### src/rtl/led_pattern_ctrl.sv
// LED pattern generator: drives led1..led4 from a loadable display mode,
// animated by an internal prescaler. Every output comes straight from a
// flop, so no input reaches the LEDs or step_tick without passing a clock edge.
//
//   state   | meaning
//   --------+------------------------------------------------------------
//   M_OFF   | all LEDs dark; prescaler still runs and step_tick pulses
//   M_ON    | all LEDs lit; prescaler still runs and step_tick pulses
//   M_FLOW  | one LED lit, rotating one place per step in flow_dir order
//   M_BLINK | all four LEDs toggle together on each step

module led_pattern_ctrl #(
    parameter int TICK_DIV = 50_000_000,
    localparam int CNT_W   = $clog2(TICK_DIV)
) (
    input  logic       sys_clk,
    input  logic       sys_rst,
    input  logic [1:0] mode_sel,
    input  logic       mode_load,
    input  logic       flow_dir,
    input  logic       pause,
    output logic       step_tick,
    output logic       led1,
    output logic       led2,
    output logic       led3,
    output logic       led4
);

    typedef enum logic [1:0] {
        M_OFF   = 2'b00,
        M_ON    = 2'b01,
        M_FLOW  = 2'b10,
        M_BLINK = 2'b11
    } mode_t;

    localparam logic [CNT_W-1:0] CNT_MAX = CNT_W'(TICK_DIV - 1);

    mode_t            mode, mode_nxt;
    logic [3:0]       pattern, pattern_nxt;
    logic [CNT_W-1:0] cnt, cnt_nxt;
    logic             tick_nxt;

    // State, pattern, prescaler and tick flops; reset takes priority over everything.
    always_ff @(posedge sys_clk) begin
        if (sys_rst) begin
            mode      <= M_OFF;
            pattern   <= 4'b0000;
            cnt       <= '0;
            step_tick <= 1'b0;
        end else begin
            mode      <= mode_nxt;
            pattern   <= pattern_nxt;
            cnt       <= cnt_nxt;
            step_tick <= tick_nxt;
        end
    end

    // Next-state logic: a load beats a terminal count, and pause freezes only the animation.
    always_comb begin
        mode_nxt    = mode;
        pattern_nxt = pattern;
        cnt_nxt     = cnt;
        tick_nxt    = 1'b0;
        if (mode_load) begin
            mode_nxt = mode_t'(mode_sel);
            cnt_nxt  = '0;
            case (mode_t'(mode_sel))
                M_OFF:   pattern_nxt = 4'b0000;
                M_ON:    pattern_nxt = 4'b1111;
                M_FLOW:  pattern_nxt = flow_dir ? 4'b1000 : 4'b0001;
                M_BLINK: pattern_nxt = 4'b1111;
                default: pattern_nxt = 4'b0000;
            endcase
        end else if (!pause) begin
            if (cnt == CNT_MAX) begin
                cnt_nxt  = '0;
                tick_nxt = 1'b1;
                case (mode)
                    // Rotating the current pattern keeps it one-hot across direction changes.
                    M_FLOW:  pattern_nxt = flow_dir ? {pattern[0], pattern[3:1]}
                                                    : {pattern[2:0], pattern[3]};
                    M_BLINK: pattern_nxt = ~pattern;
                    default: pattern_nxt = pattern;
                endcase
            end else begin
                cnt_nxt = cnt + CNT_W'(1);
            end
        end
    end

    // Pattern bit i drives LED i+1.
    assign led1 = pattern[0];
    assign led2 = pattern[1];
    assign led3 = pattern[2];
    assign led4 = pattern[3];

endmodule

### config.mk
export PLATFORM = sky130hd
export DESIGN_NAME = led_pattern_ctrl
export DESIGN_NICKNAME = d
export VERILOG_FILES = /design/src/rtl/led_pattern_ctrl.sv
export SDC_FILE = /design/constraint.sdc
export NUM_CORES = 1
export LEC_CHECK = 0
export ABC_AREA = 1
export BUFFER_PORTS_ARGS = -buffer_cell sky130_fd_sc_hd__buf_2
export CORE_MARGIN = 3
export CORE_UTILIZATION = 54
export DETAILED_ROUTE_END_ITERATION = 8
export PLACE_DENSITY = 0.75
export SLEW_MARGIN = 30
export SYNTH_ARGS = -nofsm -noshare
export SYNTH_HDL_FRONTEND = slang
export SYNTH_SLANG_ARGS = --single-unit
### constraint.sdc
create_clock -name sys_clk -period 1.55 [get_ports sys_clk]
set_input_delay 0.3875 -clock sys_clk [delete_from_list [all_inputs] [get_ports sys_clk]]
set_output_delay 0.3875 -clock sys_clk [all_outputs]
set_load 0.005 [all_outputs]
* Word-level counts from Yosys, hierarchy flattened
Index checks and enable logic that the tools add are counted.
** Storage, ports and cells
- Register bits :: 33
- Output and inout bits :: 5
- Input bits :: 7
** Operators by class
- Add/subtract/negate cells :: 1
- Eq/ne operators :: 7
- Reductions and logical operators :: 7
- Muxes and demuxes :: 9
- Bitwise operators :: 1
** Operator list (number)
- 26-bit by 1-bit adder with 26-bit output (second input constant) :: 1
- 26-bit == test (second input constant) :: 1
- 26-bit two-way mux :: 1
- 4-bit two-way mux :: 5
- 4-bit case mux with 3 select lines :: 1
- 2-bit == test (second input constant) :: 4
- 4-bit case mux with 2 select lines :: 1
- 4-bit NOT :: 1
- 2-bit OR reduction :: 2
- 3-bit AND reduction :: 1
- 3-bit nonzero test :: 1
- 3-bit OR reduction :: 1
- 2-bit by 1-bit == test with 1-bit output (second input constant) :: 1
- 2-bit zero test :: 1
- 2-bit != test (second input constant) :: 1
- 2-bit nonzero test :: 1
- 1-bit two-way mux :: 1

* Logic depth before layout (Yosys ltp)
Gate-level depths: netlist of run 1.
- Word-level depth :: 5
- Mapped depth :: 11
- Depth with buffers taken out :: 11

* Worst setup path after synthesis of run 1
Ideal clock, no wire load.
- Path kind :: reg2reg
- Start point :: register cnt[0]
- End point :: register cnt[25]
- Arrival :: 1.338 ns
- Slack :: 0.098 ns
- Path buffers :: 1
- Cell stages (with the launch flop) :: 10
- Clock period less this slack :: 1.452 ns
- Library setup time :: 0.114 ns
- Cells stage by stage :: dfxtp_1 ha_1 nand2_1 nor2_2 nand2_2 nor2_4 a21oi_4 buf_6 nand2_1 nor2_2
** On the way
- Cells in the longest elaborated chain, start to end :: 2
** Ends and longest elaborated chain
- from (decl) :: RTL line 40 : logic [CNT_W-1:0] cnt, cnt_nxt;
- from (signal assigned) :: RTL line 53 : cnt <= cnt_nxt;
- 26-bit by 1-bit adder with 26-bit output or 26-bit == test (tied branches) :: RTL line 86, 75
- 26-bit two-way mux * :: RTL line 75 : if (cnt == CNT_MAX) begin
Mark *: on every way between the ends. The rest lies on a longest branch, timed or not.
A chain may end at the register's enable or synchronous reset.

* Worst setup path after layout of run 1
- Start point :: register cnt[3]
- End point :: register cnt[21]
Same word-level chain as after synthesis.

==> results of run 1 <==
per-layer routing:
layer / up-vias / share of wire [%] / global-route usage [%]
met2: 39 / 44 / 32.18
met1: 762 / 49 / 26.84
li1: 976 / - / -
met5: - / 0 / 0
met3: 5 / 5.1 / 5.719
met4: 0 / 1.3 / 6.332
power breakdown:
| part | switching, uW | internal [uW] |
|---|---|---|
| Combinational | 73.2 | 57.2 |
| Clock | 277 | 157 |
| Sequential | 11.8 | 860 |
final cells by class:
class	count	area share, %
Inverter	41	6.960
Multi-Input combinational cell	208	48.00
Tap cell	44	2.450
Clock inverter	1	0.2227
Clock buffer	5	1.670
Sequential cell	33	29.73
Timing Repair Buffer	36	10.97
sequential cells by signal, indices dropped and copies added (netlist names):
register and flops:
mode 2, step_tick 1, pattern 4, cnt 26
through the flow:
| stage | util (%) | TNS (ns) | worst slack, ns |
|---|---|---|---|
| 2_1_floorplan | - | 0 | 0.09792 |
| 3_3_place_gp | 65.00 | 0 | 0.003509 |
| 4_1_cts | 67.05 | 0 | 0.06572 |
| 5_1_grt | 70.71 | -0.1617 | -0.07810 |
| 6_report | 70.71 | 0 | 0.06361 |
| 3_5_place_dp | 65.00 | -0.1009 | -0.04400 |
final timing paths:
| check | cells after the start | endpoint | startpoint | slack (ns) |
|---|---|---|---|---|
| setup / recovery | 8 | cnt[21]$_SDFFE_PP0N_ | cnt[3]$_SDFFE_PP0N_ | 0.06 |
| hold / removal | 2 | mode[0]$_SDFFE_PP0P_ | sys_rst | 0.23 |
| setup reg to reg | 8 | cnt[21]$_SDFFE_PP0N_ | cnt[3]$_SDFFE_PP0N_ | 0.06 |
| hold reg to reg | 2 | mode[0]$_SDFFE_PP0P_ | mode[0]$_SDFFE_PP0P_ | 0.47 |
timing repair:
item | CTS | global route
resized for setup | 0 | 18
setup buffers | 3 | 8
pin swaps | 1 | 9
setup endpoints to repair | 2 | 18
cells in the final DEF (no fill, tap or decap), types with 2 or more instances in the layout:
cell type / instances
a21oi_1: 11
nand4_1: 5
buf_2: 11
nand2_4: 3
o21ai_1: 2
nand3b_1: 2
dfxtp_1: 29
nor2_1: 47
nand2_1: 75
o211ai_1: 3
o22ai_1: 2
inv_1: 39
o21ai_0: 7
nor2_4: 6
nor2_2: 9
nand3_1: 17
nand3_4: 2
clkbuf_4: 5
xor2_1: 5
buf_4: 24
dfxtp_2: 3
nor3_1: 5
kinds of logic (layout without fill, tap and decap cells):
kind of cell | Yosys count | count (layout) | share of synthesized area (%)
XOR/XNOR | 5 | 5 | 2.341
adder cells (fa/ha/maj) | 1 | 1 | 0.6688
AO/OA/AOI/OAI | 28 | 28 | 8.896
buffers and inverters | 44 | 83 | 9.297
AND/OR/NAND/NOR | 174 | 174 | 43.48
flip-flops | 33 | 33 | 35.32
==> results.tsv, run 1 <==
metric	value	unit
die_area	4206	sq um
ioPinCount	12	
max_stage_delay	0.47	ns
startpoint_type	flip-flop	
finalHoldViolCount	0	
netlist_instances	285	
setup.worst_path.end_class	flip-flop	
holdCritPathClass	input port to flip-flop	
leakage	0.0009892	uW
cp.required	1.82	ns
cts_root_buffer	clkbuf_4	
yosysTopAreaCell	dfxtp_1	
rsz0062_at_grt	yes	
core_area	3178	sq um
synthTopCellsByArea	dfxtp_1 (35%), nand2_1 (15%), nor2_1 (10%), inv_1 (7.8%), nand3_1 (4.5%)	
overflow	0	
rows	20	
report.final.setup_viol	0	
routed_via_density	4.842	
routedWlPerCell	10.86	um
powerDensity	639.1	nW/um^2
clkLatencyLatePin	0.33	ns
start_util	58.86	%
grt_pass1_vias	1560	
period_share	95.90	%
path_class	flip-flop to flip-flop	
antenna_cells	0	
clkSlewWorstSetupHoldPaths	0.10	ns
drt_iter0_drc	143	
grt_antenna_before_repair	0	
cpMostUsedCell	nand2_1	
synth_top_area_share	35.32	%
port_buffers	11	
htree_levels	2	
die_w	64.86	um
instances_no_fill	368	
design_area	2247	sq um
syn_nets	293	
critPathArrivalTime	1.76	ns
post-route-min-period	1.486	ns
drive_above_1_share	22.53	%
grt_start_max_net_pins	11	
timing.max_cap.violations	0	
finClkSkew	0.01456	ns
yosysSeqAreaShare	35.32	%
dp.cells	351	
power	1436	uW
worst_pin_slew	0.4475	ns
holdBufCountCts	0	
ys_types	29	
relSlewSlack	70.06	%
wirelength	3997	um
path_max_fanout	8	
timing.critical_path.buf_inv	1	
fmax	0.6728	GHz
grt_pass1_wl	6651	um
ant_nets	0	
cts_tree	yes	
ys_ff_latch	33	
fillers	260	
ys.flop_type	dfxtp_1	
yosys_warnings	0	
ff_latch_area	668.1	sq um
gp_congestion	0.8442	
outcome	complete, no violations	
dr.pass1.iters	4	
num_vias	1782	
dieHeight	64.86	um
synth_edf_count	0	
slowest_stage	dfxtp_1	
whs	0.2271	ns
synth_common_cells	nand2_1 (76), nor2_1 (52), inv_1 (39)	
multi_input_area	1079	sq um
async_flop_share	0	%
yosysMostFrequentCell	nand2_1	
area_growth	20.13	%
grt.total_usage	20.39	%
cts_sinks	33	
max-vdd-ir-drop	0.5396	mV
layout.nets	333	
drc_errors	0	
path_cells	nand2_1, inv_1, nand3_4, nor2_4, nand3b_1, nand2_1, nand2_1, nor2_2	
clock_path_buffers	2	
synth_area	1871	sq um
place_area	2066	sq um
dp_hpwl	2858	um
cts_made_buffers	5	
avgSynthCellArea	6.563	sq um
finalMaxSlewViolations	0	
critPathTopFamily	simple AND/OR/NAND/NOR gates	
(Power assumes the default switching activity.)
==> run 2: changes to the inputs <==
--- a/config.mk
+++ b/config.mk
@@ -10,8 +10,7 @@
 export CORE_MARGIN = 3
 export CORE_UTILIZATION = 54
 export DETAILED_ROUTE_END_ITERATION = 8
-export PLACE_DENSITY = 0.75
-export SLEW_MARGIN = 30
+export PLACE_DENSITY = 0.72
 export SYNTH_ARGS = -nofsm -noshare
 export SYNTH_HDL_FRONTEND = slang
 export SYNTH_SLANG_ARGS = --single-unit
==> constraint.sdc (replaced) <==
create_clock -name sys_clk -period 1.6 [get_ports sys_clk]
set_input_delay 0.4 -clock sys_clk [delete_from_list [all_inputs] [get_ports sys_clk]]
set_output_delay 0.4 -clock sys_clk [all_outputs]
set_load 0.005 [all_outputs]
==> results.tsv, run 2 (synthesis gave the netlist of run 1 again) <==
metric	value	unit	change
outcome	complete, no violations		
htree_levels	2		unchanged
tns	0	ns	unchanged
grt.total_usage	19.61	%	-0.78 points
grt_pass1_vias	1560		unchanged
cts_made_buffers	5		unchanged
dieHeight	64.86	um	unchanged
finalMaxSlewViolations	0		unchanged
critPathArrivalTime	1.72	ns	-0.04 ns
layout.nets	322		-3.3%
drive_above_1_share	17.14	%	-5.4 points
drc_errors	0		unchanged
whs	0.2459	ns	+0.01880 ns
cts_sinks	33		unchanged
post-route-min-period	1.488	ns	+0.002105 ns
dr.pass1.iters	4		unchanged
combPwrFrac	8.5	%	-0.6 points
fmax	0.6718	GHz	-0.14%
area_growth	14.11	%	
powerDensity	663.0	nW/um^2	+3.7%
finClkSkew	0.009444	ns	-0.005117 ns
antenna_cells	0		unchanged
highest_layer	met4		
max-vdd-ir-drop	0.4905	mV	-9.1%
clkSlewWorstSetupHoldPaths	0.10	ns	about the same
clock_power_share	31.7	%	+1.5 points
power_frac_seq	59.7	%	-1.0 points
switching_power	353.4	uW	-2.4%
cts_tree	yes		
path_max_fanout	10		+2
route.met2.wl	1583	um	-11%
power	1415	uW	-1.5%
routed_via_density	4.889		+0.95%
dp_hpwl	2795	um	-2.2%
ioPinCount	12		unchanged
start_util	58.86	%	unchanged
grt_antenna_before_repair	0		unchanged
cp.required	1.84	ns	+0.02 ns
port_buffers	11		unchanged
setup.worst_path.end_class	flip-flop		
timing.max_cap.violations	0		unchanged
clkLatencyLatePin	0.33	ns	about the same
worst_pin_slew	0.4705	ns	+0.02304 ns
path_class	flip-flop to flip-flop		
routedWlPerCell	10.43	um	-3.9%
cts_root_buffer	clkbuf_4		
core_area	3178	sq um	unchanged
relSlewSlack	68.51	%	-1.5 points
wl_met3	186	um	-7.9%
overflow	0		unchanged
clock_path_buffers	2		unchanged
die_area	4206	sq um	unchanged
drt_iter0_drc	105		-27%
regMostFlops	cnt		
leakage	0.0009089	uW	-8.1%
report.final.setup_viol	0		unchanged
fillers	315		+21%
grt_pass1_wl	6479	um	-2.6%
die_w	64.86	um	unchanged
largest_register_ffs	26		unchanged
intPower	1062	uW	-1.1%
fin_util	67.17	%	-3.5 points
rows	20		unchanged
period_share	93.03	%	-2.9 points
startpoint_type	flip-flop		
layout_common_cells	nand2_1 (76), nor2_1 (51), inv_1 (39)		
holdBufCountCts	0		unchanged
finalHoldViolCount	0		unchanged
grt_start_max_net_pins	17		+6
p_sw_share	24.97	%	-0.23 points
largestRegisters	cnt x26, pattern x4, mode x2		
holdCritPathClass	input port to flip-flop		
routedLengthMet1	1917	um	-2.8%
num_vias	1755		-1.5%
gp_congestion	0.8180		-3.1%
ant_nets	0		unchanged
wirelength	3746	um	-6.3%
layout_commonest_cell	nand2_1		
## run 2: cell types whose count changed in the layout (fill, tap and decap cells not counted), sizes merged
cell	delta
buf	-11
clkbuf	+3
clkinv	-1
## run 2: cell type report
class | instances | area [sq um] | area share [%]
sequential | 33 | 663.1 | 31.07
clock buffer | 8 | 48.80 | 2.286
timing repair buffer | 25 | 160.2 | 7.503
inverter | 41 | 156.4 | 7.327
multi-input combinational | 208 | 1051 | 49.24
tap | 44 | 55.05 | 2.579
## run 2: layer usage
metal | global-route usage, % | up-vias
met5 | 0 | -
met4 | 7.124 | 0
met3 | 4.159 | 7
met2 | 31.67 | 38
met1 | 25.61 | 758
li1 | - | 952
## run 2: critical path, cell delays in order (launching register included)
cell	delay, ns
dfxtp_2	0.37
ha_4	0.14
nand2_1	0.06
nor2_2	0.13
nand2_2	0.11
nor2_4	0.19
a21oi_4	0.13
buf_4	0.17
nand2_1	0.07
nor2_2	0.03
## run 2: timing repair
item	4_1_cts	5_1_grt
cloned	0	0
buffers inserted	0	6
gates resized for setup	0	6
endpoints found under the setup margin	2	11
pin swaps	1	3
## run 2: worst paths after layout
kind	start	end	slack, ns	cells after the start
hold / removal	sys_rst	mode[0]$_SDFFE_PP0P_	0.25	2
hold reg to reg	mode[0]$_SDFFE_PP0P_	mode[0]$_SDFFE_PP0P_	0.47	2
setup / recovery	cnt[1]$_SDFFE_PP0N_	cnt[21]$_SDFFE_PP0N_	0.11	9
setup reg to reg	cnt[1]$_SDFFE_PP0N_	cnt[21]$_SDFFE_PP0N_	0.11	9
## run 2: metrics by stage
stage | cells | cell area, sq um | setup WS [ns]
floorplan | 285 | 1871 | 0.1479
global placement | 345 | 2021 | 0.02294
detailed placement | 345 | 2021 | 0.005301
CTS | 353 | 2069 | 0.006511
global route | 359 | 2135 | -0.0009186
finish | 359 | 2135 | 0.1115
## run 2: power groups by stage
| stage | clock network [uW] | logic (uW) | registers [uW] |
|---|---|---|---|
| finish | 449 | 121 | 845 |
| global route | 497 | 138 | 848 |
| CTS | 465 | 113 | 844 |
| detailed placement | 0 | 112 | 863 |
| global placement | 0 | 113 | 863 |
| floorplan | 0 | 73.8 | 863 |
